**src/rtl/alu_rs_pkg.sv**
```systemverilog
// Shared widths and op encodings for the ALU reservation station.
package alu_rs_pkg;

  localparam int DATA_W = 32;
  localparam int ROB_W  = 4;
  localparam int OP_W   = 6;
  localparam int RS_N   = 8;

  localparam logic [DATA_W-1:0] ZERO_DATA = '0;

  typedef enum logic [OP_W-1:0] {
    OP_NOP  = 6'd0,
    OP_ADD  = 6'd1,
    OP_SUB  = 6'd2,
    OP_AND  = 6'd3,
    OP_OR   = 6'd4,
    OP_XOR  = 6'd5,
    OP_SLL  = 6'd6,
    OP_SRL  = 6'd7,
    OP_SLT  = 6'd8,
    OP_BEQ  = 6'd16,
    OP_BNE  = 6'd17,
    OP_JAL  = 6'd24,
    OP_AUIPC = 6'd25
  } alu_op_e;

endpackage

```
**src/rtl/alu_rs_if.sv**
```systemverilog
// Dispatch, CDB snoop and ALU issue bundle around the reservation station.
interface alu_rs_if
  import alu_rs_pkg::*;
#(
  parameter int DW = DATA_W,
  parameter int RW = ROB_W,
  parameter int OW = OP_W
) ();

  logic          in_ena;
  logic [OW-1:0] in_op;
  logic [RW-1:0] in_rob_tag;
  logic [DW-1:0] in_pc;
  logic [DW-1:0] in_imm;
  logic [DW-1:0] in_vj;
  logic [RW-1:0] in_qj;
  logic          in_rj;
  logic [DW-1:0] in_vk;
  logic [RW-1:0] in_qk;
  logic          in_rk;

  logic          cdb_alu_ena;
  logic [RW-1:0] cdb_alu_tag;
  logic [DW-1:0] cdb_alu_data;
  logic          cdb_lsb_ena;
  logic [RW-1:0] cdb_lsb_tag;
  logic [DW-1:0] cdb_lsb_data;

  logic          full;
  logic          alu_ena;
  logic [OW-1:0] alu_op;
  logic [RW-1:0] alu_rob_tag;
  logic [DW-1:0] alu_pc;
  logic [DW-1:0] alu_a;
  logic [DW-1:0] alu_b;
  logic [DW-1:0] alu_imm;

  modport master (
    output in_ena, in_op, in_rob_tag, in_pc, in_imm,
    output in_vj, in_qj, in_rj, in_vk, in_qk, in_rk,
    output cdb_alu_ena, cdb_alu_tag, cdb_alu_data,
    output cdb_lsb_ena, cdb_lsb_tag, cdb_lsb_data,
    input  full, alu_ena, alu_op, alu_rob_tag,
    input  alu_pc, alu_a, alu_b, alu_imm
  );

  modport slave (
    input  in_ena, in_op, in_rob_tag, in_pc, in_imm,
    input  in_vj, in_qj, in_rj, in_vk, in_qk, in_rk,
    input  cdb_alu_ena, cdb_alu_tag, cdb_alu_data,
    input  cdb_lsb_ena, cdb_lsb_tag, cdb_lsb_data,
    output full, alu_ena, alu_op, alu_rob_tag,
    output alu_pc, alu_a, alu_b, alu_imm
  );

endinterface

```
**src/rtl/alu_rs_priority_encoder.sv**
```systemverilog
// Lowest-set-bit finder with a found flag.
module rs_priority_encoder #(
  parameter int N = 8
) (
  input  logic [N-1:0]         req_i,
  output logic [$clog2(N)-1:0] idx_o,
  output logic                 found_o
);

  localparam int IW = $clog2(N);

  // Scan high to low so the lowest set bit is written last.
  always_comb begin
    idx_o   = '0;
    found_o = 1'b0;
    for (int i = N - 1; i >= 0; i--) begin
      if (req_i[i]) begin
        idx_o   = IW'(i);
        found_o = 1'b1;
      end
    end
  end

endmodule

```
**src/rtl/alu_rs.sv**
```systemverilog
// ALU reservation station: buffers ops until operands arrive, issues one per cycle.
module alu_rs
  import alu_rs_pkg::*;
#(
  parameter int RS_SIZE    = RS_N,
  parameter int DATA_WIDTH = DATA_W,
  parameter int ROB_WIDTH  = ROB_W,
  parameter int OP_WIDTH   = OP_W
) (
  input  logic   clk,
  input  logic   rst,
  input  logic   rollback,
  alu_rs_if.slave bus
);

  localparam int IW = $clog2(RS_SIZE);

  logic [RS_SIZE-1:0]    busy_q, rj_q, rk_q, ready;
  logic [OP_WIDTH-1:0]   op_q  [RS_SIZE];
  logic [ROB_WIDTH-1:0]  tag_q [RS_SIZE];
  logic [DATA_WIDTH-1:0] pc_q  [RS_SIZE];
  logic [DATA_WIDTH-1:0] imm_q [RS_SIZE];
  logic [DATA_WIDTH-1:0] vj_q  [RS_SIZE];
  logic [DATA_WIDTH-1:0] vk_q  [RS_SIZE];
  logic [ROB_WIDTH-1:0]  qj_q  [RS_SIZE];
  logic [ROB_WIDTH-1:0]  qk_q  [RS_SIZE];

  logic                  alu_ena_q;
  logic [OP_WIDTH-1:0]   alu_op_q;
  logic [ROB_WIDTH-1:0]  alu_tag_q;
  logic [DATA_WIDTH-1:0] alu_pc_q, alu_a_q;
  logic [DATA_WIDTH-1:0] alu_b_q, alu_imm_q;

  logic [IW-1:0]         free_idx, iss_idx;
  logic                  free_ok, iss_ok, disp;
  logic [DATA_WIDTH-1:0] vj_d, vk_d;
  logic                  rj_d, rk_d;

  assign ready    = busy_q & rj_q & rk_q;
  assign bus.full = &busy_q;
  assign disp     = bus.in_ena & free_ok & ~rollback;

  rs_priority_encoder #(.N(RS_SIZE)) u_free (
    .req_i   (~busy_q),
    .idx_o   (free_idx),
    .found_o (free_ok)
  );

  rs_priority_encoder #(.N(RS_SIZE)) u_issue (
    .req_i   (ready),
    .idx_o   (iss_idx),
    .found_o (iss_ok)
  );

  // Dispatch-time bypass; the ALU bus wins a double match.
  always_comb begin
    vj_d = bus.in_vj;
    rj_d = bus.in_rj;
    vk_d = bus.in_vk;
    rk_d = bus.in_rk;
    if (!bus.in_rj) begin
      if (bus.cdb_alu_ena && bus.cdb_alu_tag == bus.in_qj) begin
        vj_d = bus.cdb_alu_data;
        rj_d = 1'b1;
      end else if (bus.cdb_lsb_ena && bus.cdb_lsb_tag == bus.in_qj) begin
        vj_d = bus.cdb_lsb_data;
        rj_d = 1'b1;
      end
    end
    if (!bus.in_rk) begin
      if (bus.cdb_alu_ena && bus.cdb_alu_tag == bus.in_qk) begin
        vk_d = bus.cdb_alu_data;
        rk_d = 1'b1;
      end else if (bus.cdb_lsb_ena && bus.cdb_lsb_tag == bus.in_qk) begin
        vk_d = bus.cdb_lsb_data;
        rk_d = 1'b1;
      end
    end
  end

  always_ff @(posedge clk or posedge rst) begin
    if (rst) begin
      busy_q    <= '0;
      alu_ena_q <= 1'b0;
      alu_op_q  <= '0;
      alu_tag_q <= '0;
      alu_pc_q  <= ZERO_DATA;
      alu_a_q   <= ZERO_DATA;
      alu_b_q   <= ZERO_DATA;
      alu_imm_q <= ZERO_DATA;
    end else if (rollback) begin
      busy_q    <= '0;
      alu_ena_q <= 1'b0;
    end else begin
      alu_ena_q <= iss_ok;
      if (iss_ok) begin
        busy_q[iss_idx] <= 1'b0;
        alu_op_q  <= op_q[iss_idx];
        alu_tag_q <= tag_q[iss_idx];
        alu_pc_q  <= pc_q[iss_idx];
        alu_a_q   <= vj_q[iss_idx];
        alu_b_q   <= vk_q[iss_idx];
        alu_imm_q <= imm_q[iss_idx];
      end
      if (disp) busy_q[free_idx] <= 1'b1;
    end
  end

  // Payload is only meaningful while busy, so it needs no reset.
  always_ff @(posedge clk) begin
    for (int i = 0; i < RS_SIZE; i++) begin
      if (busy_q[i] && !rj_q[i]) begin
        if (bus.cdb_alu_ena && bus.cdb_alu_tag == qj_q[i]) begin
          vj_q[i] <= bus.cdb_alu_data;
          rj_q[i] <= 1'b1;
        end else if (bus.cdb_lsb_ena && bus.cdb_lsb_tag == qj_q[i]) begin
          vj_q[i] <= bus.cdb_lsb_data;
          rj_q[i] <= 1'b1;
        end
      end
      if (busy_q[i] && !rk_q[i]) begin
        if (bus.cdb_alu_ena && bus.cdb_alu_tag == qk_q[i]) begin
          vk_q[i] <= bus.cdb_alu_data;
          rk_q[i] <= 1'b1;
        end else if (bus.cdb_lsb_ena && bus.cdb_lsb_tag == qk_q[i]) begin
          vk_q[i] <= bus.cdb_lsb_data;
          rk_q[i] <= 1'b1;
        end
      end
    end
    if (disp) begin
      op_q[free_idx]  <= bus.in_op;
      tag_q[free_idx] <= bus.in_rob_tag;
      pc_q[free_idx]  <= bus.in_pc;
      imm_q[free_idx] <= bus.in_imm;
      vj_q[free_idx]  <= vj_d;
      qj_q[free_idx]  <= bus.in_qj;
      rj_q[free_idx]  <= rj_d;
      vk_q[free_idx]  <= vk_d;
      qk_q[free_idx]  <= bus.in_qk;
      rk_q[free_idx]  <= rk_d;
    end
  end

  assign bus.alu_ena     = alu_ena_q;
  assign bus.alu_op      = alu_op_q;
  assign bus.alu_rob_tag = alu_tag_q;
  assign bus.alu_pc      = alu_pc_q;
  assign bus.alu_a       = alu_a_q;
  assign bus.alu_b       = alu_b_q;
  assign bus.alu_imm     = alu_imm_q;

endmodule

```
**src/flat_wrapper.sv**
```systemverilog
// flat-port wrapper written by rule: the top's interface ports become plain ports
module alu_rs_flat import alu_rs_pkg::*;
#(
  parameter int RS_SIZE    = RS_N,
  parameter int DATA_WIDTH = DATA_W,
  parameter int ROB_WIDTH  = ROB_W,
  parameter int OP_WIDTH   = OP_W
)
  (clk, rst, rollback, bus_in_ena, bus_in_op, bus_in_rob_tag, bus_in_pc, bus_in_imm, bus_in_vj, bus_in_qj, bus_in_rj, bus_in_vk, bus_in_qk, bus_in_rk, bus_cdb_alu_ena, bus_cdb_alu_tag, bus_cdb_alu_data, bus_cdb_lsb_ena, bus_cdb_lsb_tag, bus_cdb_lsb_data, bus_full, bus_alu_ena, bus_alu_op, bus_alu_rob_tag, bus_alu_pc, bus_alu_a, bus_alu_b, bus_alu_imm);
  alu_rs_if bus_i ();
  input  logic clk;
  input  logic rst;
  input  logic rollback;
  input wire logic [$bits(bus_i.in_ena)-1:0] bus_in_ena;
  input wire logic [$bits(bus_i.in_op)-1:0] bus_in_op;
  input wire logic [$bits(bus_i.in_rob_tag)-1:0] bus_in_rob_tag;
  input wire logic [$bits(bus_i.in_pc)-1:0] bus_in_pc;
  input wire logic [$bits(bus_i.in_imm)-1:0] bus_in_imm;
  input wire logic [$bits(bus_i.in_vj)-1:0] bus_in_vj;
  input wire logic [$bits(bus_i.in_qj)-1:0] bus_in_qj;
  input wire logic [$bits(bus_i.in_rj)-1:0] bus_in_rj;
  input wire logic [$bits(bus_i.in_vk)-1:0] bus_in_vk;
  input wire logic [$bits(bus_i.in_qk)-1:0] bus_in_qk;
  input wire logic [$bits(bus_i.in_rk)-1:0] bus_in_rk;
  input wire logic [$bits(bus_i.cdb_alu_ena)-1:0] bus_cdb_alu_ena;
  input wire logic [$bits(bus_i.cdb_alu_tag)-1:0] bus_cdb_alu_tag;
  input wire logic [$bits(bus_i.cdb_alu_data)-1:0] bus_cdb_alu_data;
  input wire logic [$bits(bus_i.cdb_lsb_ena)-1:0] bus_cdb_lsb_ena;
  input wire logic [$bits(bus_i.cdb_lsb_tag)-1:0] bus_cdb_lsb_tag;
  input wire logic [$bits(bus_i.cdb_lsb_data)-1:0] bus_cdb_lsb_data;
  output wire logic [$bits(bus_i.full)-1:0] bus_full;
  output wire logic [$bits(bus_i.alu_ena)-1:0] bus_alu_ena;
  output wire logic [$bits(bus_i.alu_op)-1:0] bus_alu_op;
  output wire logic [$bits(bus_i.alu_rob_tag)-1:0] bus_alu_rob_tag;
  output wire logic [$bits(bus_i.alu_pc)-1:0] bus_alu_pc;
  output wire logic [$bits(bus_i.alu_a)-1:0] bus_alu_a;
  output wire logic [$bits(bus_i.alu_b)-1:0] bus_alu_b;
  output wire logic [$bits(bus_i.alu_imm)-1:0] bus_alu_imm;
  assign bus_i.in_ena = bus_in_ena;
  assign bus_i.in_op = bus_in_op;
  assign bus_i.in_rob_tag = bus_in_rob_tag;
  assign bus_i.in_pc = bus_in_pc;
  assign bus_i.in_imm = bus_in_imm;
  assign bus_i.in_vj = bus_in_vj;
  assign bus_i.in_qj = bus_in_qj;
  assign bus_i.in_rj = bus_in_rj;
  assign bus_i.in_vk = bus_in_vk;
  assign bus_i.in_qk = bus_in_qk;
  assign bus_i.in_rk = bus_in_rk;
  assign bus_i.cdb_alu_ena = bus_cdb_alu_ena;
  assign bus_i.cdb_alu_tag = bus_cdb_alu_tag;
  assign bus_i.cdb_alu_data = bus_cdb_alu_data;
  assign bus_i.cdb_lsb_ena = bus_cdb_lsb_ena;
  assign bus_i.cdb_lsb_tag = bus_cdb_lsb_tag;
  assign bus_i.cdb_lsb_data = bus_cdb_lsb_data;
  assign bus_full = bus_i.full;
  assign bus_alu_ena = bus_i.alu_ena;
  assign bus_alu_op = bus_i.alu_op;
  assign bus_alu_rob_tag = bus_i.alu_rob_tag;
  assign bus_alu_pc = bus_i.alu_pc;
  assign bus_alu_a = bus_i.alu_a;
  assign bus_alu_b = bus_i.alu_b;
  assign bus_alu_imm = bus_i.alu_imm;
  alu_rs #(.RS_SIZE(RS_SIZE), .DATA_WIDTH(DATA_WIDTH), .ROB_WIDTH(ROB_WIDTH), .OP_WIDTH(OP_WIDTH)) u_core (.clk(clk), .rst(rst), .rollback(rollback), .bus(bus_i));
endmodule
```
**config.mk**
```make
export PLATFORM = sky130hd
export DESIGN_NAME = alu_rs_flat
export DESIGN_NICKNAME = d
export VERILOG_FILES = /design/src/rtl/alu_rs_pkg.sv /design/src/rtl/alu_rs_if.sv /design/src/rtl/alu_rs_priority_encoder.sv /design/src/rtl/alu_rs.sv /design/src/flat_wrapper.sv
export SDC_FILE = /design/constraint.sdc
export NUM_CORES = 2
export LEC_CHECK = 0
export BUFFER_PORTS_ARGS = -buffer_cell sky130_fd_sc_hd__buf_2
export CAP_MARGIN = 20
export CORE_MARGIN = 3
export CORE_UTILIZATION = 62
export DETAILED_ROUTE_END_ITERATION = 6
export GPL_TIMING_DRIVEN = 1
export PLACE_DENSITY_LB_ADDON = 0.3
export SETUP_SLACK_MARGIN = 0.4
export SKIP_CTS_REPAIR_TIMING = 1
export SLEW_MARGIN = 15
export SYNTH_ARGS = -nofsm -noshare
export SYNTH_HDL_FRONTEND = slang
export SYNTH_SLANG_ARGS = --single-unit
```
**constraint.sdc**
```tcl
create_clock -name clk -period 9.7 [get_ports clk]
set_clock_uncertainty 0.15 [all_clocks]
set_input_delay 1.455 -clock clk [delete_from_list [all_inputs] [get_ports clk]]
set_output_delay 1.455 -clock clk [all_outputs]
set_load 0.1 [all_outputs]
```
== Word-level counts from Yosys, hierarchy flattened ==
Memory sizes are Yosys's and may differ from the RTL's. A register that Yosys moved wholly into a read port is not among the register bits.
Index checks and enable logic that the tools add are counted.
Cells by class
  shift-type cells: 0
  multiply operators: 0
  order comparisons: 4
  bitwise gates (word level): 25
  add/subtract/negate cells: 0
  reduce and logical (&&, ||, !) cells: 72
  equal/unequal tests: 36
  muxes and demuxes: 235
  divide/modulo/power cells: 0
Operators by type and width (number)
  $mux W32: 22
  $mux W1: 187
  $eq A4 B4 Y1: 36
  $logic_and A1 B1 Y1: 54
  $mux W3: 16
  $mux W8: 6
  $and A8 B8 Y8: 3
  $bwmux W8: 2
  $logic_not A1 Y1: 16
  $not A8 Y8: 2
  $or A1 B1 Y1: 16
  $lt A3 B4 Y1 const B: 2
  $or A8 B8 Y8: 1
  $reduce_and A8 Y1: 1
  $demux W1 S3: 2
  $ge A3 B1 Y1 const B: 2
  $and A1 B1 Y1: 2
  $reduce_and A2 Y1: 1
  $not A1 Y1: 1
Word-level totals
  bits in latches: 0
  memories kept: 8
  bits in writable memories: 1168
  word-level logic and storage cells: 384
  flip-flop bits (word level): 25
  ROM bits: 0
  bits of input ports: 226
Memories
  u_core.imm_q: depth 8, width 32, rd ports 1, clocked after Yosys merged registers in 1, wr ports 1, line alu_rs.sv:22  | logic [DATA_WIDTH-1:0] imm_q [RS_SIZE];
  u_core.pc_q: depth 8, width 32, rd ports 1, clocked after Yosys merged registers in 1, wr ports 1, line alu_rs.sv:21  | logic [DATA_WIDTH-1:0] pc_q [RS_SIZE];
  u_core.vj_q: depth 8, width 32, rd ports 1, clocked after Yosys merged registers in 1, wr ports 9, line alu_rs.sv:23  | logic [DATA_WIDTH-1:0] vj_q [RS_SIZE];
  u_core.vk_q: depth 8, width 32, rd ports 1, clocked after Yosys merged registers in 1, wr ports 9, line alu_rs.sv:24  | logic [DATA_WIDTH-1:0] vk_q [RS_SIZE];
  u_core.op_q: depth 8, width 6, rd ports 1, clocked after Yosys merged registers in 1, wr ports 1, line alu_rs.sv:19  | logic [OP_WIDTH-1:0] op_q [RS_SIZE];
  u_core.qj_q: depth 8, width 4, rd ports 8, clocked after Yosys merged registers in 0, wr ports 1, line alu_rs.sv:25  | logic [ROB_WIDTH-1:0] qj_q [RS_SIZE];
  2 more memories

== Longest topological paths before layout ==
  depth in word-level cells: 21
  mapped depth: 11
  mapped depth without buffers: 7

== Hierarchy ==
From an unflattened synthesis, not the netlist that was laid out.
Second synthesis, totals
  cell total of the unflattened synthesis: 3967
  area total of the unflattened synthesis: 64269.1 um^2
By module, submodules not included
  alu_rs: area each 64109.0 um^2, seq. area each 39072.5 um^2, times used 1, cells each 3941
  rs_priority_encoder: area each 80.1 um^2, seq. area each 0.0 um^2, times used 2, cells each 13

== Worst setup path before layout ==
Ideal clock, no wire load.
  path kind: input port to flip-flop
  start: input rollback
  end: memory u_core.vj_q[3][0] (netlist name) (enable)
  data required time: 9.161 ns
  cell stages on the path: 3
  slack: 0.561 ns
  data arrival time: 8.601 ns
  path through: nand3b_1 > nor3_1 > a211o_1
RTL lines
  from (decl): line flat_wrapper.sv:13  | input logic rollback;
  to (decl): line alu_rs.sv:23

== Worst setup path after layout ==
  start: register u_core.busy_q[0]
  end: register u_core.alu_tag_q[0] (netlist: u_core.bus.alu_rob_tag[0]) (read register of u_core.tag_q)
Between the ends
  cells in the longest elaborated chain, start to end: 4
Ends and longest elaborated chain
  from (decl): line alu_rs.sv:18  | logic [RS_SIZE-1:0] busy_q, rj_q, rk_q, ready;
  from (signal assigned): line alu_rs.sv:83  | busy_q <= '0;
  from (signal assigned): line alu_rs.sv:92  | busy_q <= '0;
  from (signal, indexed assignment): line alu_rs.sv:97  | busy_q[iss_idx] <= 1'b0;
  $and A8 B8 Y8 (*) (2 in series): line alu_rs.sv:39  | assign ready = busy_q & rj_q & rk_q;
  $mux W1: line alu_rs_priority_encoder.sv:17  | if (req_i[i]) begin
  $reduce_and A2 Y1 (no source line)
  to (decl): line alu_rs.sv:30  | logic [ROB_WIDTH-1:0] alu_tag_q;
Every way passes the cells marked *; elsewhere a longest branch is shown, timed or not.

==> metrics.md <==
| Metric | Value |
|---|---|
| Status | complete, no violations |
| Worst-case reg-to-reg path depth | 9 |
| CTS tree | yes |
| Yosys cell types | 60 |
| Avg Inst Size Synth | 13.41 µm² |
| Post-layout min period | 4.908 ns |
| Starting density of the core | 62.84% |
| Number of flops mapped to enable cells by yosys | 1168 |
| Initial drt markers | 6245 |
| Drt drc | 0 |
| Top-Level Pins | 366 |
| CP endpoint kind | flip-flop |
| Critical-path maximum fanout | 86 |
| H-tree depth | 4 |
| Fmax | 0.2037 GHz |
| Reg2reg end | u_core.bus.alu_rob_tag[0] |
| WL/cell | 32.55 µm |
| Yosys top cell area share | 53.55% |
| RSZ-0062 raised after global routing | false |
| Cell count after synthesis | 4883 |
| Core Rows | 118 |
| Setup TNS | 0 ns |
| Most frequent cells in the layout | edfxtp_1 (1168), mux2i_1 (1122), buf_2 (364) |
| P per Cell Area | 221.2 nW/µm² |
| Max clock buf depth | 3 |
| Worst hold path type | reg2reg |
| Post-DP HPWL | 111100 µm |
| Area Growth Syn to Fin | 10.96% |
| Syn Nets | 5109 |
| Vias in the first global route | 46.00k |
| Slew margin rel. | 16.66% |
| Worst hold start | u_core.rj_q[0] |
| Synth warn | 0 |
| Initial DRT Pass Iterations | 7 |
| Cells on Worst Hold Path | 2 |
| Post-synth ARST share | 11.04% |
| Die Height | 331.0 µm |
| Fin. max-slew vios | 0 |
| Core footprint | 104200 µm² |
| Hold EP | u_core.rj_q[0] |
| Root Driver | clkbuf_16 |
| Final worst path period share | 50.60% |
| Clk pin slew, worst setup/hold paths | 0.06 ns |
| Worst Max-Slew Pin Slew | 1.250 ns |
| Skew-Pair Late Insertion Delay | 0.76 ns |
| GRT Overall Usage | 37.71% |
| Crit Path Class | reg2reg |
| Flop-to-flop setup slack | 4.79 ns |
| Final WL | 210800 µm |
| Antenna violation net count after detailed routing | 0 |
| Fin. Hold Viols | 0 |
| Total of max-cap violations | 0 |
| Num CTS Buffers | 140 |
| Most common cell after layout, fill and taps aside | edfxtp_1 |
| #FFs+latches synth | 1331 |
| Die area | 109600 µm² |
| Port bufs | 365 |
| Area contributors post-synth | edfxtp_1 (54%), mux2i_1 (17%), dfrtp_1 (5.6%) |
| Crit path required time | 10.14 ns |
| Reg-to-Reg Start | u_core.busy_q[0] |
| Vias per cell | 7.180 |
| Initial antenna violation count | 24 |
| Register area share after synthesis | 59.65% |
| CP Launch Type | flip-flop |
| Die extent in x | 331.0 µm |
| IR Drop Worst-Case VDD | 0.3161 mV |
| Post-Synthesis Cell Area | 65500 µm² |
| Layout net count | 5186 |
| Remaining Overflow, GRT | 0 |
| Arr. time, crit path | 5.35 ns |
| GP Congestion | 0.8807 |
| Via count | 46.50k |
| Global-route wire length before repair | 303100 µm |
| CTS sink cnt | 1331 |
| Crit. Startpoint | u_core.busy_q[0] |
| Layout cells sized above 1 | 15.95% |
| Utilization after layout | 69.72% |
| Hold WS | 0.3699 ns |
| Endpoints failing setup | 0 |
| Yosys top cell by area | edfxtp_1 |
| Final Power | 16070 µW |
| Main synth FF type | edfxtp_1 |
| Lkg Pwr | 0.02641 µW |
| Largest net degree at the start of global routing | 99 |
cell usage after synthesis, types with 9 or more instances:
library cell,number
a211oi_1,49
a21o_1,92
a21oi_1,247
a221oi_1,213
a22o_1,29
a2bb2oi_4,60
a31oi_1,10
and3_1,92
buf_1,31
buf_2,132
buf_4,26
clkbuf_1,337
dfrtp_1,147
dfxtp_1,16
edfxtp_1,1168
inv_1,12
mux2i_1,1122
nand2_1,181
nand3_1,141
nand4_1,9
nor2_1,82
nor2b_1,18
nor3_1,74
nor4_1,33
o21ai_0,232
o22ai_1,96
o32a_1,12
xnor2_1,46
xor2_1,98
per-stage QoR:
stage                     setup WS [ns]  std cells  cell area [µm²]
after floorplan                  0.5607       4883            65500
after global placement            4.484       6195            67850
after detailed placement          4.435       6195            67850
after CTS                         4.874       6455            72600
after global routing              4.591       6471            72660
final                             4.792       6477            72680
cell families after synthesis:
kind of cell	count (synthesis)	share of synthesized area [%]
AND/OR/NAND/NOR	661	4.993
multiplexers	1127	17.23
XOR/XNOR	144	1.926
flip-flops	1331	59.65
AO/OA/AOI/OAI	1077	12.64
buffers and inverters	543	3.553
power breakdown:
part / internal (µW) / leakage [µW] / total [µW] / switching (µW)
clock: 3180 / 0.00231 / 5510 / 2330
sequential: 6580 / 0.0123 / 6870 / 281
combinational: 657 / 0.0118 / 3700 / 3040
per-layer routing:
| layer | global-route usage (%) | vias to the layer above | wire, µm |
|---|---|---|---|
| li1 | - | 19079 | - |
| met1 | 47.33 | 23210 | 74060 |
| met2 | 60.25 | 3454 | 98930 |
| met3 | 9.651 | 750 | 26090 |
| met4 | 20.68 | 10 | 11650 |
| met5 | 0 | - | 78 |
sequential cells by signal, summed over array words and instances (netlist names):
register                cells
u_core.bus.alu_b           32
u_core.bus.alu_rob_tag      4
u_core.bus.alu_ena          1
u_core.bus.alu_a           32
u_core.bus.alu_pc          32
u_core.tag_q               32
u_core.rk_q                 8
u_core.rj_q                 8
u_core.pc_q               256
u_core.bus.alu_op           6
u_core.bus.alu_imm         32
u_core.busy_q               8
u_core.vk_q               256
u_core.qj_q                32
u_core.qk_q                32
u_core.vj_q               256
u_core.imm_q              256
u_core.op_q                48
worst max path at each step:
stage                                      endpoint  slack, ns  cells after the start
final                     u_core.bus.alu_rob_tag[0]       4.79                      9
after detailed placement        u_core.imm_q[4][22]       4.44                      6
after CTS                      u_core.bus.alu_op[3]       4.87                      9
after global placement          u_core.imm_q[4][22]       4.48                      6
after global routing          u_core.bus.alu_imm[3]       4.59                      9
after floorplan                   u_core.vj_q[3][0]       0.56                      3
critical path: stages, from the launching register on:
cell and delay [ns]:
dfrtp_1 0.56, nand3_1 0.37, and4_1 0.38, a31o_2 0.45, inv_8 0.53, buf_4 0.86
buf_4 0.81, o21ai_0 0.24, o22ai_1 0.20, a21oi_1 0.06
area by class of cell:
cell class                 instances  area [µm²]
antenna                           19       47.55
clock buffer                     191        3899
clock inverter                    69       847.1
fill                            7172       31560
inverter                          13       78.83
multi-input combinational       3009       24400
sequential                      1331       39070
tap                             1380        1727
timing repair buffer             465        2605
No activity file was read; power rests on OpenSTA's default activity.
